<file path="config.mk">
export PLATFORM = sky130hd
export DESIGN_NAME = sec_countdown
export DESIGN_NICKNAME = d
export VERILOG_FILES = /design/src/rtl/game_pkg.sv /design/src/rtl/sec_countdown.sv
export SDC_FILE = /design/constraint.sdc
export NUM_CORES = 1
export LEC_CHECK = 0
export CORE_MARGIN = 8
export CORE_UTILIZATION = 40
export CTS_BUF_LIST = sky130_fd_sc_hd__clkbuf_16
export CTS_CLUSTER_DIAMETER = 50
export DETAILED_ROUTE_END_ITERATION = 16
export GPL_ROUTABILITY_DRIVEN = 1
export PLACE_DENSITY = 0.69
export SETUP_SLACK_MARGIN = 0.4
export SYNTH_ARGS = -nofsm -noshare
export SYNTH_HDL_FRONTEND = slang
export SYNTH_SLANG_ARGS = --single-unit
</file>
<file path="constraint.sdc">
create_clock -name Clk100M -period 2.4 [get_ports Clk100M]
set_clock_uncertainty 0.1 [all_clocks]
set_input_delay 0.36 -clock Clk100M [delete_from_list [all_inputs] [get_ports Clk100M]]
set_output_delay 0.36 -clock Clk100M [all_outputs]
set_load 0.05 [all_outputs]
</file>
<file path="src/rtl/game_pkg.sv">
// Shared types and helpers for the symbol-counting game blocks.
package game_pkg;

    localparam int CNT_W = 8;

    typedef enum logic [1:0] {
        IDLE   = 2'd0,
        ANSWER = 2'd1,
        CHECK  = 2'd2,
        RESULT = 2'd3
    } ans_state_t;

    // Increment that sticks at the all-ones value instead of wrapping.
    function automatic logic [CNT_W-1:0] sat_inc(input logic [CNT_W-1:0] v);
        return (v == {CNT_W{1'b1}}) ? v : v + 1'b1;
    endfunction

    // Decrement that sticks at zero instead of wrapping.
    function automatic logic [CNT_W-1:0] sat_dec(input logic [CNT_W-1:0] v);
        return (v == '0) ? v : v - 1'b1;
    endfunction

endpackage

</file>
<file path="src/rtl/sec_countdown.sv">
// Whole-second countdown: loadable, decremented by the 1 Hz enable,
// with a same-cycle done pulse on the tick that takes it from 1 to 0.
module sec_countdown
    import game_pkg::*;
(
    input  logic             Clk100M,
    input  logic             Rst_n,
    input  logic             load,
    input  logic [CNT_W-1:0] loadVal,
    input  logic             tick1Hz,
    output logic [CNT_W-1:0] secsLeft,
    output logic             done
);

    // done is combinational so the owner can change state on the final
    // tick itself; the count it is derived from is registered.
    assign done = tick1Hz && (secsLeft == CNT_W'(1));

    // Load has priority; otherwise count down on each tick and rest at zero.
    always_ff @(posedge Clk100M or negedge Rst_n) begin
        if (!Rst_n) begin
            secsLeft <= '0;
        end else if (load) begin
            secsLeft <= loadVal;
        end else if (tick1Hz && (secsLeft != '0)) begin
            secsLeft <= secsLeft - 1'b1;
        end
    end

endmodule

</file>
### Word level (Yosys, flattened, before mapping)

Index checks and enable logic that the tools add are counted.

* logic and storage cells: 9
* register bits after elaboration: 8
* input port bits: 12

* muxes and demuxes: 2
* reductions and logical operators: 4
* equal/unequal tests: 1
* $add $sub $neg: 1

Operators with widths (count)
* two-way mux 8 bit: 2
* == test 8 x 1 -> 1 bit (second input constant): 1
* nonzero test 8 bit: 1
* subtractor 8 x 1 -> 8 bit (second input constant): 1
* logical AND 1 bit: 2
* nonzero test 2 bit: 1

### Logic depth before layout (Yosys ltp)

* depth in word-level cells: 4
* mapped depth: 6
* mapped depth without buffers: 5

### Worst setup path after synthesis

No wires, ideal clock.

* kind: flip-flop to output port
* from: reg secsLeft[6]
* to: out done
* setup slack: 0.019 ns
* data arrival time: 1.921 ns
* path buffers: 0
* cell stages (with the launch flop): 3
* cells stage by stage: dfrtp_1 > or4_1 > nor2_1

* word-level cells in the longest chain between the ends: 2

RTL lines
* from (decl): line sec_countdown.sv:11 `output logic [CNT_W-1:0] secsLeft,`
* from (signal assigned): line sec_countdown.sv:24 `secsLeft <= loadVal;`
* from (signal assigned): line sec_countdown.sv:26 `secsLeft <= secsLeft - 1'b1;`
* == test 8 x 1 -> 1 bit: line sec_countdown.sv:17 `assign done = tick1Hz && (secsLeft == CNT_W'(1));`
* logical AND 1 bit: line sec_countdown.sv:17
* to (decl): line sec_countdown.sv:12 `output logic done`

No other way between the ends.

### Worst setup path after layout

* from: reg secsLeft[7]
* to: out done

The elaborated chain is that of the path after synthesis.

==> PnR_summary.wiki <==
{| class="wikitable"
! Metric !! Value
|-
| Outcome || complete, no violations
|-
| Post-Synthesis Net Count || a little under 80
|-
| # diodes || 0
|-
| Worst slew margin || 0.660
|-
| Seq/Total Area, Yosys || 0.351
|-
| Maximum count of clock buffers along a single path || 2
|-
| Post-Synthesis Cells || 64
|-
| Width of the die || 53.8 um
|-
| Final routed DRC violation total || 0
|-
| Leading cell types by total area after synthesis || dfrtp_1 35%, nor3b_1 5.3%, ha_1 4.4%
|-
| Routed via count || 625
|-
| Total leakage power || 0.347 nW
|-
| Number of register bits inferred by synthesis || 8
|-
| Share of the synthesized area in the top cell type || 0.351
|-
| Total wire length || 1780 um
|-
| RePlAce Congestion || 0.802
|-
| Post-detailed-placement half-perimeter wirelength || 1280 um
|-
| Clock tree from TritonCTS || done
|-
| CTS buffer count || 3
|-
| Number of sinks handled by clock tree synthesis || 8
|-
| Post-Layout Inst Area || ~910 um2
|-
| Synth Warn # || 0
|-
| Core area || ~1300 um2
|-
| Cell with the biggest individual delay on the critical path || or4_4
|-
| TritonRoute pass-1 iters || 4
|-
| Buffer cell driving the clock tree root || clkbuf_16
|-
| Clk Latency, worst-skew pair || ~0.23 ns
|-
| Maximum number of pins on one net before global-route repair || 13
|-
| Post-route setup TNS || 0 ns
|-
| Number of failing hold endpoints at the final stage || 0
|-
| RSZ-0062 raised after global routing || false
|-
| R2R depth || 5
|-
| Startpoint class of the critical path || register
|-
| Fraction of final layout cells sized beyond drive strength 1 || 0.198
|-
| Remaining global-route overflow || 0
|-
| Sequence of cells on the critical path || or4_4, nor2_4, buf_12
|-
| Tcrit/Tclk final || 0.824
|-
| Slew @ Worst Pin || roughly 0.51 ns
|-
| Endpoint kind of the worst setup timing path || output port
|-
| Total die area || just under 3000 um2
|-
| Worst EP arrival || ~1.5 ns
|-
| Via count of the first global-routing pass || 585
|-
| Num ports || 21
|-
| Number of antenna-violating nets in the routed design || 0
|-
| Final max-slew violation count || 0
|-
| H-tree depth || 1
|-
| Standard cell area after detailed placement || around 830 um2
|-
| Number of failing setup endpoints in the final timing report || 0
|-
| Worst Path Max Fanout || 6
|-
| Kind of critical path || reg2out
|-
| Number of buffers inserted by port buffering || 20
|-
| Type of the most critical hold path || in2async
|-
| Synth unique cells || 30
|-
| Overall routing resource usage || 0.136
|-
| Largest stage delay, worst path || roughly 0.6 ns
|-
| Number of rows created at floorplan || 13
|-
| Time the final worst path needs with I/O delays and setup || between 1.5 and 2 ns
|-
| Mapped Area || about 570 um2
|-
| Initial Utilization || 0.433
|-
| PD cells || 705 nW/um2
|-
| Wire per inst || about 18 um
|-
| Syn-to-layout area delta || 59.2%
|-
| Mean instance size in the synthesized netlist || just under 9 um2
|-
| Wire length of the first global-routing pass || around 2900 um
|-
| Max rail drop VDD || ~470 uV
|-
| Drt via density || around 6.2
|-
| Number of nets in the finished design || between 100 and 150
|-
| Register with the highest flop count || secsLeft
|-
| Maximum clock frequency || roughly 500 MHz
|-
| Largest registers ranked by flip-flop count || secsLeft (8)
|-
| Max reg flops || 8
|-
| Library cell with the largest summed area after synthesis || dfrtp_1
|-
| Clock transition time at the flip-flop clock pins of the worst setup and hold paths || approximately 0.040 ns
|-
| Data required time of the worst path || around 1.9 ns
|-
| Initial antenna violation count || 0
|-
| Chip height || about 54 um
|-
| Layout Utilization || 0.689
|-
| Max-cap violations || 0
|-
| Number of violations reported at the end of detailed-routing iteration 0 || 29
|}
==> critical path: cells and delay by family, from the launching register on <==
| kind | cells | cell delay [ns] |
|---|---|---|
| buffers and inverters | 1 | 0.14 |
| and+or+nand+nor | 2 | 0.72 |
| DFF | 1 | 0.43 |
==> synthesized netlist by cell type <==
library cell,n
or2b_2,1
a211o_1,2
nand2_1,4
o311a_1,1
o31ai_1,1
buf_2,2
a21oi_1,4
a31o_1,1
ha_1,2
nor3_1,1
a2bb2oi_1,2
o41ai_1,2
nand4_1,2
o211ai_1,2
a221o_1,1
or3b_1,1
nor3b_1,4
nor2_1,4
a31oi_1,1
nand4b_1,1
dfrtp_1,8
nor4_1,2
a32oi_1,1
inv_1,4
clkbuf_1,2
or4b_1,1
or4_1,2
o2111ai_1,1
nand3_1,3
nor4b_1,1
==> repair_timing <==
action	CTS	global route
pin swaps	0	1
hold buffers	0	0
resized for setup	4	3
setup endpoints to repair	4	3
setup buffers	0	0
==> metal layers <==
layer,global-route usage,vias to the layer above,routed length (um)
li1,-,298,-
met4,0.0378,0,2
met5,0,-,0
met3,0.0468,2,119
met1,0.189,303,849
met2,0.191,22,811
==> area by class of cell <==
| cell class | count | area, um2 |
|---|---|---|
| sequential | 8 | 204 |
| tap | 15 | 18.8 |
| multi-input combinational | 48 | 364 |
| inverter | 4 | 15.0 |
| timing repair buffer | 23 | 231 |
| fill | 103 | 409 |
| clock buffer | 3 | 75.1 |
==> placed cells by master (no fill, tap or decap), drive strengths merged, types with 2 or more instances in the layout <==
cell	netlist	layout
ha	2	2
buf	2	4
clkbuf	2	3
nand4	2	2
a2bb2oi	2	2
o211ai	2	2
dlygate4sd2	0	3
nand2	4	4
nor4	2	2
o41ai	2	2
inv	4	4
nor2	4	4
nor3b	4	4
or4	2	2
a21oi	4	4
clkdlybuf4s50	0	15
a211o	2	2
nand3	3	3
dfrtp	8	8
==> path summary, 6_finish.rpt <==
| check | startpoint | end | slack (ns) |
|---|---|---|---|
| setup / recovery | secsLeft[7] | done | 0.42 |
| hold / removal | Rst_n | secsLeft[7] | 0.32 |
| setup reg to reg | secsLeft[0] | secsLeft[6] | 0.50 |
| hold reg to reg | secsLeft[1] | secsLeft[1] | 0.54 |
| max in group asynchronous | Rst_n | secsLeft[1] | 1.58 |
| min in group Clk100M | secsLeft[1] | secsLeft[1] | 0.54 |
==> where the power goes <==
part / internal (mW) / total (mW) / switching [mW] / leakage [nW]
clock network: 0.215 / 0.278 / 0.0632 / 0.0370
logic: 0.0747 / 0.181 / 0.106 / 0.220
registers: 0.151 / 0.182 / 0.0304 / 0.0907
==> kinds of logic after synthesis <==
logic type,Yosys count,synth area share
buffers and inverters,8,0.0570
and+or+nand+nor,27,0.289
DFF,8,0.351
AOI/OAI and AO/OA,19,0.259
adders and majority gates,2,0.0439
==> per-stage QoR <==
stage / power (mW) / setup WS [ns] / hold slack [ns] / cells
floorplan: 0.289 / 0.377 / -0.0356 / 64
global placement: 0.360 / 0.341 / 0.515 / 98
detailed placement: 0.364 / 0.317 / 0.514 / 98
CTS: 0.646 / 0.398 / 0.329 / 101
global route: 0.669 / 0.402 / 0.356 / 101
finish: 0.641 / 0.422 / 0.320 / 101
(Power assumes the default switching activity.)
